File: config.mk
export PLATFORM = sky130hd
export DESIGN_NAME = uart_tx_ctrl
export DESIGN_NICKNAME = d
export VERILOG_FILES = /design/src/rtl/uart_pkg.sv /design/src/rtl/uart_tx_fifo.sv /design/src/rtl/uart_tx_ctrl.sv
export SDC_FILE = /design/constraint.sdc
export NUM_CORES = 1
export LEC_CHECK = 0
export BUFFER_PORTS_ARGS = -buffer_cell sky130_fd_sc_hd__buf_2
export CAP_MARGIN = 40
export CORE_MARGIN = 2
export CORE_UTILIZATION = 41
export DETAILED_ROUTE_END_ITERATION = 10
export GPL_TIMING_DRIVEN = 0
export SLEW_MARGIN = 40
export SYNTH_ARGS = -nofsm -noshare
export SYNTH_HDL_FRONTEND = slang
export SYNTH_SLANG_ARGS = --single-unit
File: constraint.sdc
create_clock -name wb_clk_i -period 2.6 [get_ports wb_clk_i]
set_input_delay 0.39 -clock wb_clk_i [delete_from_list [all_inputs] [get_ports wb_clk_i]]
set_output_delay 0.39 -clock wb_clk_i [all_outputs]
set_load 0.02 [all_outputs]
File: src/rtl/uart_pkg.sv
`default_nettype none
// ============================================================================
// Module      : uart_pkg
// Description : Shared types and constants for the UART 8N1 transmitter.
// Revision    : 1.0 - initial release
// ============================================================================
package uart_pkg;

    typedef enum logic [1:0] {
        IDLE  = 2'd0,
        START = 2'd1,
        DATA  = 2'd2,
        STOP  = 2'd3
    } uart_state_e;

    localparam int   UART_DATA_BITS = 8;
    localparam logic UART_IDLE_LVL  = 1'b1;
    localparam logic UART_START_LVL = 1'b0;

    // 40 MHz system clock at 9600 baud.
    localparam int   UART_BAUD_DIV  = 4167;

endpackage
`default_nettype wire

File: src/rtl/uart_tx_fifo.sv
`default_nettype none
// ============================================================================
// Module      : uart_tx_fifo
// Description : Synchronous byte FIFO with push/pop/clear and level output.
// Revision    : 1.0 - initial release
// ============================================================================
module uart_tx_fifo
    import uart_pkg::*;
#(
    parameter int DEPTH  = 4,
    parameter int DATA_W = UART_DATA_BITS,
    parameter int LVL_W  = $clog2(DEPTH) + 1
) (
    input  logic              clk,
    input  logic              rst,
    input  logic              push,
    input  logic [DATA_W-1:0] din,
    input  logic              pop,
    input  logic              clear,
    output logic [DATA_W-1:0] dout,
    output logic              full,
    output logic              empty,
    output logic [LVL_W-1:0]  level
);

    localparam int PTR_W = $clog2(DEPTH);

    logic [DATA_W-1:0] r_mem [DEPTH];
    logic [PTR_W-1:0]  r_wr_ptr;
    logic [PTR_W-1:0]  r_rd_ptr;
    logic [LVL_W-1:0]  r_level;
    logic              r_full;
    logic [LVL_W-1:0]  w_level_nxt;
    logic              w_push;
    logic              w_pop;

    // Clear beats a concurrent push; a concurrent pop still hands out the head.
    assign w_push = push & ~r_full & ~clear;
    assign w_pop  = pop & (r_level != '0);

    always_comb begin
        w_level_nxt = r_level;
        if (clear) begin
            w_level_nxt = '0;
        end else if (w_push && !w_pop) begin
            w_level_nxt = r_level + LVL_W'(1);
        end else if (!w_push && w_pop) begin
            w_level_nxt = r_level - LVL_W'(1);
        end
    end

    always_ff @(posedge clk) begin
        if (rst) begin
            r_wr_ptr <= '0;
            r_rd_ptr <= '0;
            r_level  <= '0;
            r_full   <= 1'b0;
        end else begin
            r_level <= w_level_nxt;
            r_full  <= (w_level_nxt == LVL_W'(DEPTH));
            if (clear) begin
                r_wr_ptr <= '0;
                r_rd_ptr <= '0;
            end else begin
                if (w_push) r_wr_ptr <= r_wr_ptr + PTR_W'(1);
                if (w_pop)  r_rd_ptr <= r_rd_ptr + PTR_W'(1);
            end
        end
    end

    always_ff @(posedge clk) begin
        if (w_push) r_mem[r_wr_ptr] <= din;
    end

    assign dout  = r_mem[r_rd_ptr];
    assign full  = r_full;
    assign empty = (r_level == '0);
    assign level = r_level;

endmodule
`default_nettype wire

File: src/rtl/uart_tx_ctrl.sv
`default_nettype none
// ============================================================================
// Module      : uart_tx_ctrl
// Description : UART 8N1 transmitter with byte FIFO, drives the serial line.
// Revision    : 1.0 - initial release
// ============================================================================
module uart_tx_ctrl
    import uart_pkg::*;
#(
    parameter int BAUD_DIV   = UART_BAUD_DIV,
    parameter int FIFO_DEPTH = 4,
    parameter int LVL_W      = $clog2(FIFO_DEPTH) + 1
) (
    input  logic                      wb_clk_i,
    input  logic                      wb_rst_i,
    input  logic                      tx_start,
    input  logic [UART_DATA_BITS-1:0] tx_data,
    input  logic                      tx_clear_req,
    output logic                      tx_busy,
    output logic                      tx_full,
    output logic                      tx_done,
    output logic [LVL_W-1:0]          tx_level,
    output logic                      ser_tx
);

    localparam int CNT_W = $clog2(BAUD_DIV);
    localparam int IDX_W = $clog2(UART_DATA_BITS);
    localparam logic [CNT_W-1:0] c_cnt_last = CNT_W'(BAUD_DIV - 1);
    localparam logic [CNT_W-1:0] c_cnt_done = CNT_W'(BAUD_DIV - 2);
    localparam logic [IDX_W-1:0] c_idx_last = IDX_W'(UART_DATA_BITS - 1);

    uart_state_e               r_state;
    logic [CNT_W-1:0]          r_cnt;
    logic [IDX_W-1:0]          r_idx;
    logic [UART_DATA_BITS-1:0] r_shift;
    logic                      r_ser;
    logic                      r_done;

    logic [UART_DATA_BITS-1:0] w_fifo_dout;
    logic                      w_fifo_empty;
    logic                      w_bit_end;
    logic                      w_pop;
    logic [IDX_W-1:0]          w_idx_nxt;

    assign w_bit_end = (r_cnt == c_cnt_last);
    assign w_idx_nxt = r_idx + IDX_W'(1);
    // Pop either from idle or at the very end of a stop bit, so frames abut.
    assign w_pop     = ~w_fifo_empty &
                       ((r_state == IDLE) | ((r_state == STOP) & w_bit_end));

    uart_tx_fifo #(
        .DEPTH  (FIFO_DEPTH),
        .DATA_W (UART_DATA_BITS),
        .LVL_W  (LVL_W)
    ) u_fifo (
        .clk    (wb_clk_i),
        .rst    (wb_rst_i),
        .push   (tx_start),
        .din    (tx_data),
        .pop    (w_pop),
        .clear  (tx_clear_req),
        .dout   (w_fifo_dout),
        .full   (tx_full),
        .empty  (w_fifo_empty),
        .level  (tx_level)
    );

    always_ff @(posedge wb_clk_i) begin
        if (wb_rst_i) begin
            r_state <= IDLE;
            r_cnt   <= '0;
            r_idx   <= '0;
            r_shift <= '0;
            r_ser   <= UART_IDLE_LVL;
            r_done  <= 1'b0;
        end else begin
            // Registered one cycle early so the pulse lands on the last stop cycle.
            r_done <= (r_state == STOP) && (r_cnt == c_cnt_done);
            case (r_state)
                IDLE: begin
                    r_ser <= UART_IDLE_LVL;
                    r_cnt <= '0;
                    if (w_pop) begin
                        r_shift <= w_fifo_dout;
                        r_ser   <= UART_START_LVL;
                        r_state <= START;
                    end
                end
                START: begin
                    if (w_bit_end) begin
                        r_cnt   <= '0;
                        r_idx   <= '0;
                        r_ser   <= r_shift[0];
                        r_state <= DATA;
                    end else begin
                        r_cnt <= r_cnt + CNT_W'(1);
                    end
                end
                DATA: begin
                    if (w_bit_end) begin
                        r_cnt <= '0;
                        if (r_idx == c_idx_last) begin
                            r_ser   <= UART_IDLE_LVL;
                            r_state <= STOP;
                        end else begin
                            r_idx <= w_idx_nxt;
                            r_ser <= r_shift[w_idx_nxt];
                        end
                    end else begin
                        r_cnt <= r_cnt + CNT_W'(1);
                    end
                end
                STOP: begin
                    if (w_bit_end) begin
                        r_cnt <= '0;
                        if (w_pop) begin
                            r_shift <= w_fifo_dout;
                            r_ser   <= UART_START_LVL;
                            r_state <= START;
                        end else begin
                            r_state <= IDLE;
                        end
                    end else begin
                        r_cnt <= r_cnt + CNT_W'(1);
                    end
                end
                default: begin
                    r_ser   <= UART_IDLE_LVL;
                    r_state <= IDLE;
                end
            endcase
        end
    end

    assign tx_busy = (tx_level != '0) || (r_state != IDLE);
    assign tx_done = r_done;
    assign ser_tx  = r_ser;

endmodule
`default_nettype wire

==> results.md, run 1 <==
- Run status: completed
- Chip width: 91.2 µm
- Fraction of layout cells with a size suffix above 1: between 10% and 20%
- Synth area leaders: edfxtp_1, dfxtp_1, mux4_2
- CTS Sinks: 70
- Fin. max-slew vios: 0
- Die area: just over 0.008 mm²
- FP Rows: 31
- Final min period: around 2200 ps
- Clk buf depth: 2
- Post-synth top area share: 30.8%
- Cells after Synth: 255
- Setup crit start kind: register
- Mapped Area: 0.00312 mm²
- Final worst clock skew: 8.48 ps
- Leakage: 1.30 nW
- Final HPWL DP: 3710 µm
- Fin. Hold Viols: 0
- Synth warn: 0
- Worst VDD drop: 0.000362 V
- Setup violations, final: 0
- Unique cell type count in the Yosys netlist: 46
- Maximum Capacitance Violations: 0
- Clk slew on worst S/H paths: 80 ps
- Least-Margin Pin Slew: approximately 670 ps
- Top-count cell post-synth: dfxtp_1
- Hold slack: 251 ps
- Post-layout util: 48.0%
- Cts hold-fix bufs: 0
- CTS tree: yes
- # diodes: 0
- Core box area: between 0.007 and 0.008 mm²
- Initial drt markers: 39
- Register area share after synthesis: 55.3%
- Crit path DAT: 2400 ps
- Total Routing Usage GR: 13.8%
- Post-cts sizing count: 0
- Required @ worst endpoint: 2820 ps
- Routed WL per cell: 13.6 µm
- RSZ-0062 raised after global routing: no
- I/O pins: 19
- Post-DR vias/cell: 4.89
- Vias in the first global route: 1845
- Worst Hold Depth: 1
- Cell taking the most area after synthesis: edfxtp_1
- Initial antenna violation count: 0
- First-pass GRT wire length: 8760 µm
- Inserted Clock Buffers: 9
- H-tree depth: 3
- Largest net degree at the start of global routing: 14
- Fmax: 458 MHz
- IO Port Bufs: 17
- DRC viols: 0
- Total Nets Final: between 300 and 400
- Die Ht: 91.2 µm
- Worst Path Max Fanout: 6
- Hold Crit Class: primary input to register
- Vias: 1892
- Top_reg_cell synth: dfxtp_1
- Routed Antenna Nets: 0
- Gr ovfl total: 0
- Kind of critical path: register to register
- Routed wire length: 5270 µm
- Reg2reg path depth: 8
- Drt first pass iters: 4
- Post-CTS Setup Bufs: 0
- Pwr Density: 798 mW/mm²
- Syn_area_per_cell: 12.2 µm²
- Ratio of final minimum period to clock period: between 80 and 90%
- RePlAce Congestion: 0.735
- Area Overhead vs Synth: 12.3%
- Worst-Skew Late Latency: about 350 ps
- Register bit total from synthesis: 70
- Root buf cell: clkbuf_8
- Top cells by count, synth: dfxtp_1, nor2_1, edfxtp_1
- Relative slew slack: 55.5%
- Initial core utilization: 42.7%
- Ys async rst share: 0%
- TNS Setup: 0 ps
- Critical Path Sink Type: register
- Post-synth EDFFs: 32
- Synth Net Count: approximately 280
## flip-flops by register name (all words and copies together) (netlist names), named ones only
| signal | cells |
|---|---|
| u_fifo.level | 3 |
| u_fifo.r_rd_ptr | 2 |
| r_shift | 8 |
| r_idx | 3 |
| ser_tx | 1 |
| u_fifo.full | 1 |
| u_fifo.r_mem | 32 |
| r_cnt | 13 |
| r_state | 2 |
| u_fifo.r_wr_ptr | 2 |
| tx_done | 1 |
## metal layers
| metal | vias to the layer above | GRT usage (%) | wire length, µm |
|---|---|---|---|
| met5 | - | 0 | 0 |
| met4 | 0 | 7.07 | 119 |
| met3 | 10 | 4.73 | 166 |
| met2 | 22 | 21.1 | 2330 |
| met1 | 889 | 17.2 | 2660 |
| li1 | 971 | - | - |
## per-stage QoR
| stage | cell area [µm²] | cells | setup slack, ps | total power, mW |
|---|---|---|---|---|
| 2_1_floorplan | 3120 | 255 | 619 | 1.87 |
| 3_3_place_gp | 3320 | 371 | 480 | 2.03 |
| 4_1_cts | 3500 | 387 | 461 | 2.82 |
| 3_5_place_dp | 3320 | 371 | 483 | 2.04 |
| 6_report | 3500 | 387 | 416 | 2.79 |
| 5_1_grt | 3500 | 387 | 280 | 2.96 |
## final cells by class
type | instances | area, µm²
tap | 99 | 124
multi-input combinational | 168 | 1330
fill | 704 | 3790
sequential | 70 | 1720
inverter | 10 | 37.5
timing repair buffer | 17 | 85.1
buffer | 7 | 27.5
clock inverter | 6 | 46.3
clock buffer | 10 | 128
## where the power goes
group	total, mW	switching [mW]	internal [mW]
registers	1.30	0.0624	1.24
logic	0.715	0.410	0.305
clock network	0.777	0.425	0.352
total	2.79	0.897	1.90
## critical path, cell delays in order, from the launching register on
cell and delay, ps:
dfxtp_1 420, inv_1 70, ha_1 210, and4b_1 200, and4_4 200, o21ai_1 480
nand2_1 150, a211oi_1 270, a311oi_1 70
## path summary, 6_finish.rpt
| check | startpoint | endpoint | slack [ps] |
|---|---|---|---|
| setup / recovery | r_cnt[0]$_SDFF_PP0_ | u_fifo.level[1]$_SDFF_PP0_ | 420 |
| hold / removal | tx_data[7] | u_fifo.r_mem[1][7]$_DFFE_PP_ | 250 |
| setup reg to reg | r_cnt[0]$_SDFF_PP0_ | u_fifo.level[1]$_SDFF_PP0_ | 420 |
| hold reg to reg | ser_tx$_SDFFE_PP1P_ | ser_tx$_SDFFE_PP1P_ | 470 |
## cells by family (layout without fill, tap and decap cells)
family / Yosys count / after routing / synth area share, %
flops: 70 / 70 / 55.3
simple gates: 83 / 83 / 13.3
buf+inv: 17 / 50 / 2.09
mux: 22 / 22 / 11.1
fa+ha+maj: 17 / 17 / 6.83
xor+xnor: 18 / 18 / 5.06
compound gates: 28 / 28 / 6.39
## layout by cell type, fill, tap and decap left out, drive strengths merged, types with 6 or more instances in the layout
cell type / n
clkbuf: 14
xor2: 6
nor2: 37
mux2i: 11
nand3: 6
ha: 17
buf: 20
nand2: 10
xnor2: 12
edfxtp: 32
o21ai: 9
dfxtp: 38
inv: 12
mux4: 10
No activity file was read; power rests on OpenSTA's default activity.
==> inputs of run 2 (changes only) <==
- ABC_AREA: unset -> 1
- clock period: 2.6 -> 2.01 ns (I/O delays scaled with it)
==> results.md, run 2 <==
- Crit path largest cell delay: 430 ps (was 480 ps)
- TNS Setup: 0 ps (unchanged)
- Area Overhead vs Synth: 13.0% (was 12.3%)
- Comb pwr share: 23.6% (was 25.6%)
- Initial antenna violation count: 0 (unchanged)
- Top cells by count, synth: nor2_1, inv_1, dfxtp_1 (was dfxtp_1, nor2_1, edfxtp_1)
- Mapped Area: 0.00321 mm² (was 0.00312 mm²)
- Most flop-heavy register: u_fifo.r_mem (unchanged)
- Final worst clock skew: 8.87 ps (was 8.48 ps)
- Setup violations, final: 0 (unchanged)
- Worst Path Max Fanout: 6 (unchanged)
- Gr ovfl total: 0 (unchanged)
- RePlAce Congestion: 0.860 (was 0.735)
- Kind of critical path: register to register (unchanged)
- CTS Sinks: 70 (unchanged)
- DRC viols: 0 (unchanged)
- Top delay family on crit path: compound AO/OA/AOI/OAI gates (unchanged)
- Fraction of layout cells with a size suffix above 1: 16.8% (was 17.7%)
- IO Port Bufs: 17 (unchanged)
- Total Nets Final: 406 (was 312)
- P_sw: 1.18 mW (was 897 µW)
- Unique cell type count in the Yosys netlist: 38 (was 46)
- Required @ worst endpoint: 2220 ps (was 2820 ps)
- Chip width: 92.5 µm (was 91.2 µm)
- Die Ht: 92.5 µm (was 91.2 µm)
- Drt first pass iters: 5 (was 4)
- Register bit total from synthesis: 70 (unchanged)
- Least-Margin Pin Slew: 753 ps (was 668 ps)
- Post-CTS Setup Bufs: 0 (unchanged)
- CP Cell Sequence: inv_1 > ha_1 > nor2_1 > inv_1 > o21ai_0 > nand2_1 > o21ai_0 > a21oi_1 (was inv_1 > ha_1 > and4b_1 > and4_4 > o21ai_1 > nand2_1 > a211oi_1 > a311oi_1)
- Routed wire length: 5950 µm (was 5270 µm)
- Register area share after synthesis: 53.6% (was 55.3%)
- Post-DR vias/cell: 4.88 (was 4.89)
- Top-count cell post-synth: nor2_1 (was dfxtp_1)
- Synth Net Count: 378 (was 284)
- H-tree depth: 3 (unchanged)
- Post-layout util: 47.5% (was 48.0%)
- Ys async rst share: 0% (unchanged)
- Initial drt markers: 83 (was 39)
- CP bufs+invs: 2 (was 1)
- Run status: completed (unchanged)
- Clk buf depth: 2 (unchanged)
- Reg power frac: 45.8% (was 46.6%)
- First-pass GRT wire length: 10400 µm (was 8760 µm)
- Vias in the first global route: 2329 (was 1845)
- Cts hold-fix bufs: 0 (unchanged)
- Clk slew on worst S/H paths: 80 ps (about the same)
- RSZ-0062 raised after global routing: no (unchanged)
- Fin area: 0.00363 mm² (was 0.00350 mm²)
- Routed WL per cell: 12.3 µm (was 13.6 µm)
- Vias: 2360 (was 1892)
- Most frequent cells in the layout: nor2_1, inv_1, dfxtp_1 (was dfxtp_1, nor2_1, edfxtp_1)
- Largest net degree at the start of global routing: 14 (unchanged)
- Maximum Capacitance Violations: 0 (unchanged)
- FP Rows: 32 (was 31)
- Synth warn: 0 (unchanged)
- Final HPWL DP: 4260 µm (was 3710 µm)
- Setup crit start kind: register (unchanged)
- Cells after Synth: 349 (was 255)
- Routed Antenna Nets: 0 (unchanged)
- Dpl cell area: 0.00342 mm² (was 0.00332 mm²)
- Hold Crit Class: primary input to register (unchanged)
- Post-synth top area share: 29.9% (was 30.8%)
- Critical Path Sink Type: register (unchanged)
- Worst VDD drop: 0.000522 V (was 0.000362 V)
- Total Routing Usage GR: 15.5% (was 13.8%)
- Crit path DAT: 2060 ps (was 2400 ps)
- Ratio of final minimum period to clock period: 92.0% (was 84.0%)
- I/O pins: 19 (unchanged)
- # diodes: 0 (unchanged)
- Max reg flops: 32 (unchanged)
- Cell taking the most area after synthesis: edfxtp_1 (unchanged)
- Worst-Skew Late Latency: 340 ps (was 350 ps)
- Commonest non-fill, non-tap cell in the layout: nor2_1 (was dfxtp_1)
- Final min period: 1850 ps (was 2180 ps)
- Post-synth EDFFs: 32 (unchanged)
- Core box area: 0.00765 mm² (was 0.00729 mm²)
- CTS tree: yes (unchanged)
- Leakage: 1.37 nW (was 1.30 nW)
- Fmax: 541 MHz (was 458 MHz)
- Fin. Hold Viols: 0 (unchanged)
- Clock share of power: 30.6% (was 27.8%)
- Int Pwr: 2.47 mW (was 1.90 mW)
- Initial core utilization: 42.0% (was 42.7%)
- Pwr Density: 1010 mW/mm² (was 798 mW/mm²)
- Switching share of power: 32.3% (was 32.1%)
- Syn_area_per_cell: 9.20 µm² (was 12.2 µm²)
- Worst path slowest cell: dfxtp_1 (was o21ai_1)
- Inserted Clock Buffers: 9 (unchanged)
- Post-cts sizing count: 0 (unchanged)
- Root buf cell: clkbuf_8 (unchanged)
- Fin. max-slew vios: 0 (unchanged)
- Top_reg_cell synth: dfxtp_1 (unchanged)
- Relative slew slack: 49.6% (was 55.5%)
- Synth area leaders: edfxtp_1, dfxtp_1, ha_1 (was edfxtp_1, dfxtp_1, mux4_2)
- Top Registers: u_fifo.r_mem (32), r_cnt (13), r_shift (8) (unchanged)
- Die area: 0.00856 mm² (was 0.00831 mm²)
-- run 2: kinds of logic (layout without fill, tap and decap cells) --
family          count (synthesis)  count (layout)  synth area share [%]
buf+inv                        55              88                  6.74
compound gates                 78              78                  13.4
fa+ha+maj                      17              17                  6.62
simple gates                  126             126                  18.8
xor+xnor                        3               3                 0.818
flops                          70              70                  53.6
-- run 2: routing by layer --
layer | global-route usage [%] | part of all wire, % | up-vias
met4 | 6.84 | 1.8 | 0
li1 | - | - | 1228
met3 | 4.64 | 3.5 | 13
met1 | 18.7 | 47 | 1086
met2 | 25.5 | 48 | 33
met5 | 0 | 0 | -
-- run 2: final timing paths --
path	startpoint	end	slack (ps)	cells past startpoint
max reg2reg	r_state[0]$_SDFFE_PP0P_	r_state[0]$_SDFFE_PP0P_	160	8
min	tx_data[1]	u_fifo.r_mem[0][1]$_DFFE_PP_	170	1
max	r_state[0]$_SDFFE_PP0P_	r_state[0]$_SDFFE_PP0P_	160	8
min reg2reg	r_idx[1]$_SDFFE_PP0P_	r_idx[1]$_SDFFE_PP0P_	460	2
-- run 2: area by class of cell --
class | instances | area (µm²)
Buffer | 8 | 40.0
Tap cell | 102 | 128
Fill cell | 737 | 4020
Sequential cell | 70 | 1720
Timing Repair Buffer | 17 | 85.1
Inverter | 47 | 176
Clock buffer | 10 | 128
Multi-Input combinational cell | 224 | 1280
Clock inverter | 6 | 70.1
-- run 2: power groups by stage --
stage	logic [mW]	registers, mW	clock network, mW
finish	0.860	1.67	1.12
global route	0.973	1.69	1.20
CTS	0.857	1.67	1.15
detailed placement	0.854	1.70	0
global placement	0.840	1.70	0
floorplan	0.633	1.71	0
-- run 2: per-stage QoR --
step	cells	hold slack (ps)	power, mW	setup WS [ps]
2_1_floorplan	349	400	2.34	339
3_3_place_gp	468	447	2.54	241
3_5_place_dp	468	447	2.56	199
4_1_cts	484	156	3.67	179
5_1_grt	484	155	3.86	20.6
6_report	484	169	3.65	161
